`config.mk`:
```
export PLATFORM = sky130hd
export DESIGN_NAME = wf_neopixel_framebuf
export DESIGN_NICKNAME = d
export VERILOG_FILES = /design/src/rtl/wf_neopixel_framebuf.sv
export SDC_FILE = /design/constraint.sdc
export NUM_CORES = 1
export LEC_CHECK = 0
export CAP_MARGIN = 20
export CORE_AREA = 2 2 206 208
export DETAILED_ROUTE_END_ITERATION = 10
export DIE_AREA = 0 0 208 210
export PLACE_DENSITY_LB_ADDON = 0.3
export SLEW_MARGIN = 20
export SYNTH_ARGS = -nofsm -noshare
export SYNTH_HDL_FRONTEND = slang
export SYNTH_SLANG_ARGS = --single-unit
```
`constraint.sdc`:
```
create_clock -name clk -period 5.25 [get_ports clk]
set_clock_uncertainty 0.05 [all_clocks]
set_input_delay 1.05 -clock clk [delete_from_list [all_inputs] [get_ports clk]]
set_output_delay 1.05 -clock clk [all_outputs]
set_load 0.01 [all_outputs]
```
`src/rtl/wf_neopixel_framebuf.sv`:
```
// Double-buffered neopixel frame store with tear-free bank swap, brightness scaling and bit reversal.
// Optional gamma-2.2 output stage is enabled by defining WF_NEOPIXEL_GAMMA_EN (adds one pipeline stage).
module wf_neopixel_framebuf #(
   parameter int          NUM_OF_PIXELS = 8,
   parameter logic [7:0]  BRIGHT_RST    = 8'hFF
) (
   input  logic        clk,
   input  logic        reset,
   input  logic        wr_valid,
   output logic        wr_ready,
   input  logic [7:0]  wr_addr,
   input  logic [23:0] wr_rgb,
   input  logic        frame_commit,
   input  logic        bright_we,
   input  logic [7:0]  bright_in,
   input  logic [7:0]  ram_rd_addr,
   output logic [23:0] ram_rd_data,
   output logic        commit_pend,
   output logic        frame_done,
   output logic        wr_addr_err
);

   localparam int         AW   = (NUM_OF_PIXELS > 1) ? $clog2(NUM_OF_PIXELS) : 1;
   localparam logic [8:0] NPIX = 9'(NUM_OF_PIXELS);

   function automatic logic [7:0] scale(input logic [7:0] c, input logic [7:0] b);
      logic [16:0] p;
      p = {9'd0, c} * ({9'd0, b} + 17'd1);
      return p[15:8];
   endfunction

   function automatic logic [23:0] bit_rev(input logic [23:0] w);
      logic [23:0] r;
      for (int i = 0; i < 24; i++) begin
         r[i] = w[23-i];
      end
      return r;
   endfunction

   logic [23:0] bank0_mem [2**AW];
   logic [23:0] bank1_mem [2**AW];

   logic        bank_sel_q, bank_sel_d;
   logic        commit_pend_q, commit_pend_d;
   logic        frame_done_q, frame_done_d;
   logic        wr_addr_err_q, wr_addr_err_d;
   logic [7:0]  bright_q, bright_d;
   logic        shown_q, shown_d;
   logic        rd_nz_q, rd_nz_d;
   logic [23:0] rd_word_q, rd_word_d;
   logic [23:0] grb_q, grb_d;
   logic [23:0] out_grb;

   logic        wr_fire;
   logic        wr_store;
   logic        frame_end;
   logic        swap;
   logic [AW-1:0] wr_idx;
   logic [AW-1:0] rd_idx;

   assign wr_idx    = wr_addr[AW-1:0];
   assign rd_idx    = ram_rd_addr[AW-1:0];
   assign wr_ready  = ~commit_pend_q;
   assign wr_fire   = wr_valid & wr_ready;
   assign wr_store  = wr_fire & ({1'b0, wr_addr} < NPIX);
   // Frame end: driver address fell back to the idle value 0 after transmitting.
   assign frame_end = rd_nz_q & ~(|ram_rd_addr);
   assign swap      = frame_end & (commit_pend_q | frame_commit);

   always_comb begin
      bank_sel_d    = bank_sel_q;
      commit_pend_d = commit_pend_q;
      shown_d       = shown_q;
      bright_d      = bright_q;
      frame_done_d  = swap;
      wr_addr_err_d = wr_fire & ~wr_store;
      rd_nz_d       = |ram_rd_addr;
      if (swap) begin
         bank_sel_d    = ~bank_sel_q;
         commit_pend_d = 1'b0;
         shown_d       = 1'b1;
      end else if (frame_commit) begin
         commit_pend_d = 1'b1;
      end
      if (bright_we) begin
         bright_d = bright_in;
      end
   end

   always_comb begin
      rd_word_d = 24'd0;
      if ({1'b0, ram_rd_addr} < NPIX) begin
         rd_word_d = bank_sel_q ? bank1_mem[rd_idx] : bank0_mem[rd_idx];
      end
      grb_d = {scale(rd_word_q[15:8], bright_q),
               scale(rd_word_q[23:16], bright_q),
               scale(rd_word_q[7:0], bright_q)};
   end

   // Pixel storage is intentionally not reset; the host rewrites every pixel per frame.
   always_ff @(posedge clk) begin
      if (wr_store) begin
         if (bank_sel_q) begin
            bank0_mem[wr_idx] <= wr_rgb;
         end else begin
            bank1_mem[wr_idx] <= wr_rgb;
         end
      end
   end

   always_ff @(posedge clk or posedge reset) begin
      if (reset) begin
         bank_sel_q    <= 1'b0;
         commit_pend_q <= 1'b0;
         frame_done_q  <= 1'b0;
         wr_addr_err_q <= 1'b0;
         bright_q      <= BRIGHT_RST;
         shown_q       <= 1'b0;
         rd_nz_q       <= 1'b0;
         rd_word_q     <= 24'd0;
         grb_q         <= 24'd0;
      end else begin
         bank_sel_q    <= bank_sel_d;
         commit_pend_q <= commit_pend_d;
         frame_done_q  <= frame_done_d;
         wr_addr_err_q <= wr_addr_err_d;
         bright_q      <= bright_d;
         shown_q       <= shown_d;
         rd_nz_q       <= rd_nz_d;
         rd_word_q     <= rd_word_d;
         grb_q         <= grb_d;
      end
   end

`ifdef WF_NEOPIXEL_GAMMA_EN
   // Truncating the curve reproduces the reference table endpoints (00->00, 80->37, FF->FF).
   function automatic logic [7:0] gamma_val(input int x);
      real y;
      y = 255.0 * $pow(real'(x) / 255.0, 2.2);
      return 8'($rtoi(y + 1.0e-6));
   endfunction

   logic [7:0]  gamma_rom [256];
   logic [23:0] gam_q, gam_d;

   for (genvar gi = 0; gi < 256; gi++) begin : g_gamma
      assign gamma_rom[gi] = gamma_val(gi);
   end

   always_comb begin
      gam_d = {gamma_rom[grb_q[23:16]], gamma_rom[grb_q[15:8]], gamma_rom[grb_q[7:0]]};
   end

   always_ff @(posedge clk or posedge reset) begin
      if (reset) begin
         gam_q <= 24'd0;
      end else begin
         gam_q <= gam_d;
      end
   end

   assign out_grb = gam_q;
`else
   assign out_grb = grb_q;
`endif

   assign ram_rd_data = shown_q ? bit_rev(out_grb) : 24'd0;
   assign commit_pend = commit_pend_q;
   assign frame_done  = frame_done_q;
   assign wr_addr_err = wr_addr_err_q;

endmodule

```
# [Word-level counts from Yosys, hierarchy flattened]
# Memories as Yosys holds them, arrays and structs flattened.
# Index checks and enable logic that the tools add are counted.
[word_totals] latchBits=0 register_bits=62 romBits=0 ram_bits=384 word_cells=40 memories=2 out_inout_bits=28
[op_classes] mux=11 div_mod_pow=0 n_shift=0 n_reduce_logical=2 n_bitwise=10 multipliers=3 magnitude_cmp=2 n_eq_ne=0 n_addsub=1
[mem_list] memory="bank0_mem" words=8 width=24 read_ports=1 rd_clocked_by_memory_dff=0 wr=1 line_no="40" source="logic [23:0] bank0_mem [2**AW];"
[mem_list] memory="bank1_mem" words=8 width=24 read_ports=1 rd_clocked_by_memory_dff=0 wr=1 line_no="41" source="logic [23:0] bank1_mem [2**AW];"
[op_table] op="$mux 24" count=3
[op_table] op="$mul 8x17->16" count=2
[op_table] op="$lt 8x4->1 const B" count=2
[op_table] op="$mul 8x9->16" count=1
[op_table] op="$add 8x1->9 const B" count=1
[op_table] op="$mux 1" count=8
[op_table] op="$reduce_or 8->1" count=1
[op_table] op="$and 1x1->1" count=5
[op_table] op="$not 1->1" count=4
[op_table] op="$reduce_bool 2->1" count=1
[op_table] op="$or 1x1->1" count=1

# [Depth between registers and ports, before layout]
# Gate-level depths: netlist (run 1).
[depth] depth_word=5 ltp_mapped=20 mapped_depth_nobuf=19

# [Least setup slack after synthesis (run 1)]
# No wires, ideal clock.
[synth_timing] path_kind="reg-to-reg" start="reg bright_q[0]" end="reg grb_q[15]" setup_time_ns=0.080 stages_incl_launch_ff=21 period_less_slack_ns=5.232 slack_ns=0.018 t_arrival_ns=5.103 path_cell_list="dfstp_2 > ha_1 > nand2_1 > nor2_1 > and3_1 > clkbuf_1 > clkbuf_1 > and2_1 > fa_1 > fa_1 > fa_1 > inv_1 > fa_1 > inv_1 > ha_1 > and3_1 > a221o_1 > a211oi_1 > o21bai_1 > a21oi_1 > xnor2_1"
[synth_between] elab_chain_cells=2
[synth_lines] element="from (decl)" line_no="47" source="logic [7:0] bright_q, bright_d;"
[synth_lines] element="from (signal assigned)" line_no="127" source="bright_q <= bright_d;"
[synth_lines] element="$add 8x1->9" line_no="28" source="p = {9'd0, c} * ({9'd0, b} + 17'd1);"
[synth_lines] element="$mul 8x17->16" line_no="28"
[synth_lines] element="net grb_d[15]" line_no="51" source="logic [23:0] grb_q, grb_d;"
[synth_lines] element="to (signal assigned)" line_no="131" source="grb_q <= grb_d;"
[synth_lines] element="to (decl)" line_no="51"
# The timed path passes the listed nets, and every way through them passes these cells.
# A chain may end at the register's enable or synchronous reset.

# [Worst setup path after layout (run 1)]
[layout_timing] start="reg bright_q[0]" end="reg grb_q[21]"
# The elaborated chain is that of the path after synthesis.

==> impl_results.md, run 1 <==
* First-pass GRT wire length at roughly 76 mm
* Final Routed Wirelength at 48.6 mm
* Hold Vio Cnt, Final at 0
* DR vias at 12184
* CP Launch Type: flop
* Final setup fails at 0
* YS warnings at 0
* Total power at 7.74 mW
* Crit Path Class: reg -> reg
* Vias in the first global route at 13074
* Worst-Skew Late Latency at roughly 0.60 ns
* Die X at roughly 210 um
* Crit path capture type: flop
* Clk sinks at 446
* Vias/cell at approximately 5.7
* Post-synth EDFFs at around 380
* Largest net degree at the start of global routing at 51
* GP Congestion at just over 0.8
* Maximum capacitance violations at 0
* # rows at 75
* Total gr overflow at 0
* Layout area overhead at 15.3%
* Slowest-stage cell, CP: dfstp_2
* Post-Syn Area at 0.0229 mm^2
* Clk buf depth at 3
* Ys flop type: edfxtp_1
* Remaining DRCs at 0
* H-tree depth at 2
* Leakage Power at roughly 10 nW
* Input/output buffers at 80
* Nets at around 1800
* Worst setup margin at between 0.15 and 0.2 ns
* Total iterations of the first detailed-routing run at 5
* Synth Instances at approximately 1400
* ANT nets after route at 0
* Maximum vdd drop at about 370 uV
* 1st-iter DRT viols at between 1000 and 1500
* Pwr dens at ~300 mW/mm^2
* Asr flop ratio synth at between 10% and 20%
* Hold Crit Start: rd_nz_q
* Clock buffer count from CTS at 46
* Antenna violations before repair at 4
* CTS tree: built
* Core Util, Final at between 60% and 70%
* Top delay family on crit path: adder cells
* Dpl cell area at approximately 0.025 mm^2
* Wire per inst at roughly 23 um
* Top-level I/O count at between 80 and 90
* Crit share post-route at 96.6%
* HP Class: reg -> reg
* Slowest stage delay, CP at just under 0.6 ns
* DPL Wire Length at 28.9 mm
* Pre-CTS setup slack at 0.00192 ns
* Origin of the critical flop-to-flop path: bright_q[0]
* Worst-path fanout max at 7
* CP startpoint: bright_q[0]
* Worst Hold Slack at slightly below 0.4 ns
* CTS root buf: clkbuf_16
* CP dominant cell by count: fa_1
* Worst path arrival time at around 5.5 ns
* Post-Syn Area per Cell at 16.1 um^2
* Layout cells sized above 1 at 19.3%
* Highest Clock Rate at 0.197 GHz
* Worst path cell trace: ha_4, nand3_1, xnor2_2, buf_6, buf_4, buf_4, and2_1, fa_1, inv_1, fa_1, fa_1, fa_1, inv_1, ha_1, nand2_1, o21ai_0, a32oi_2, a21oi_2, a21oi_1, xnor2_1
* CTS hold repair buffers at 0
* Mapped Nets at between 1500 and 2000
* Max-Slew Margin vs Limit at 40.8%
* Seq cells post-synth at about 450
* Core Footprint at 0.0415 mm^2
* Seq/Total Area, Yosys at 57.3%
* Status: complete, no violations
* Worst Path Required at 5.68 ns
* Yosys cell types at 45
* Total track usage at a little under a quarter
* Die area at roughly 0.044 mm^2
* Die H at around 210 um
* Slew @ Worst Pin at between 0.8 and 0.9 ns
* Min cycle time layout at just over 5 ns
* Finished layout cell area at around 0.026 mm^2
* Clock-pin slew on the worst setup and hold paths at around 0.06 ns
* Initial Utilization at between 50% and 60%
* Critical path buffers and inverters at 5
* Max-slew violations at 0
-- worst paths after layout --
check	slack, ns	depth (start not counted)	end
min in group asynchronous	0.83	2	grb_q[15]
setup reg to reg	0.18	20	grb_q[21]
hold / removal	0.40	1	commit_pend
max in group asynchronous	3.39	3	bank_sel_q
hold reg to reg	0.40	1	commit_pend
setup / recovery	0.18	20	grb_q[21]
-- cell usage in the layout (no fill, tap or decap), types with 10 or more instances in the layout --
| cell type | Yosys | final |
|---|---|---|
| edfxtp_1 | 384 | 384 |
| and2_1 | 164 | 161 |
| inv_1 | 149 | 148 |
| mux4_2 | 120 | 120 |
| fa_1 | 120 | 120 |
| ha_1 | 97 | 93 |
| clkdlybuf4s50_1 | 0 | 78 |
| nand2_1 | 60 | 60 |
| dfrtp_1 | 54 | 53 |
| buf_4 | 0 | 53 |
| clkbuf_16 | 0 | 47 |
| nor2b_1 | 41 | 41 |
| xnor2_1 | 29 | 28 |
| nor2_1 | 29 | 15 |
| a21oi_1 | 19 | 14 |
| nor2_2 | 0 | 13 |
| clkinv_1 | 0 | 11 |
| xor2_1 | 12 | 10 |
-- registers in the layout (all words and copies together) (netlist names) --
name / flops
bank0_mem: 192
bank1_mem: 192
bank_sel_q: 1
bright_q: 8
commit_pend: 1
frame_done: 1
grb_q: 24
rd_nz_q: 1
rd_word_q: 24
shown_q: 1
wr_addr_err: 1
-- metal layers --
metal | GRT usage (%) | vias up | routed length, um
met5 | 0 | - | 0
met4 | 8.63 | 0 | 1340
met3 | 4.22 | 89 | 3110
met2 | 40.4 | 403 | 25400
met1 | 29.1 | 6332 | 18700
li1 | - | 5360 | -
-- synthesized netlist by cell type, types with 29 or more instances --
master | instances | area share, %
and2_1 | 164 | 4.5
dfrtp_1 | 54 | 5.9
clkbuf_1 | 36 | 0.59
nor2_1 | 29 | 0.48
xnor2_1 | 29 | 1.1
nand2_1 | 60 | 0.98
ha_1 | 97 | 5.3
fa_1 | 120 | 11
inv_1 | 149 | 2.4
edfxtp_1 | 384 | 50
mux4_2 | 120 | 12
nor2b_1 | 41 | 1.1
-- cell type report --
class	instances	area (um^2)
antenna	1	2.50
clock buffer	59	1250
clock inverter	26	293
fill	2904	15100
inverter	149	559
multi-input combinational	770	9170
sequential	446	13100
tap	539	674
timing repair buffer	142	1320
-- cell families after synthesis --
kind of cell	count (synthesis)	synth area share, %
DFF	446	57.3
buffers and inverters	201	3.52
muxes	128	12.2
AOI/OAI and AO/OA	53	1.53
adders and majority gates	217	15.8
and+or+nand+nor	331	8.10
xor gates and xnor gates	41	1.57
-- through the flow --
step | TNS, ns | instances
2_1_floorplan | 0 | 1417
3_3_place_gp | 0 | 2031
3_5_place_dp | 0 | 2031
4_1_cts | 0 | 2116
5_1_grt | -0.0201 | 2132
6_report | 0 | 2132
-- power by group --
part / internal (mW) / switching, mW / leakage (nW)
sequential: 3.87 / 0.0223 / 4.27
combinational: 0.247 / 0.289 / 5.31
clock: 1.94 / 1.37 / 0.753
total: 6.06 / 1.68 / 10.3
-- what timing repair did --
item / 4_1_cts / 5_1_grt
endpoints found under the setup margin: 1 / 15
cloned: 0 / 2
pin swaps: 0 / 12
setup buffers: 0 / 13
resized for setup: 1 / 31
Note: power is estimated with default switching activity, not from simulation.
==> inputs of run 2 (changes only) <==
--- a/constraint.sdc
+++ b/constraint.sdc
@@ -3,3 +3,3 @@
 set_input_delay 1.05 -clock clk [delete_from_list [all_inputs] [get_ports clk]]
 set_output_delay 1.05 -clock clk [all_outputs]
-set_load 0.01 [all_outputs]
+set_load 0.1 [all_outputs]
==> results of run 2 <==
The final DEF is identical to that of run 1. Status: complete, no violations.
Among the figures that moved: total power 7.74 mW -> 7.75 mW
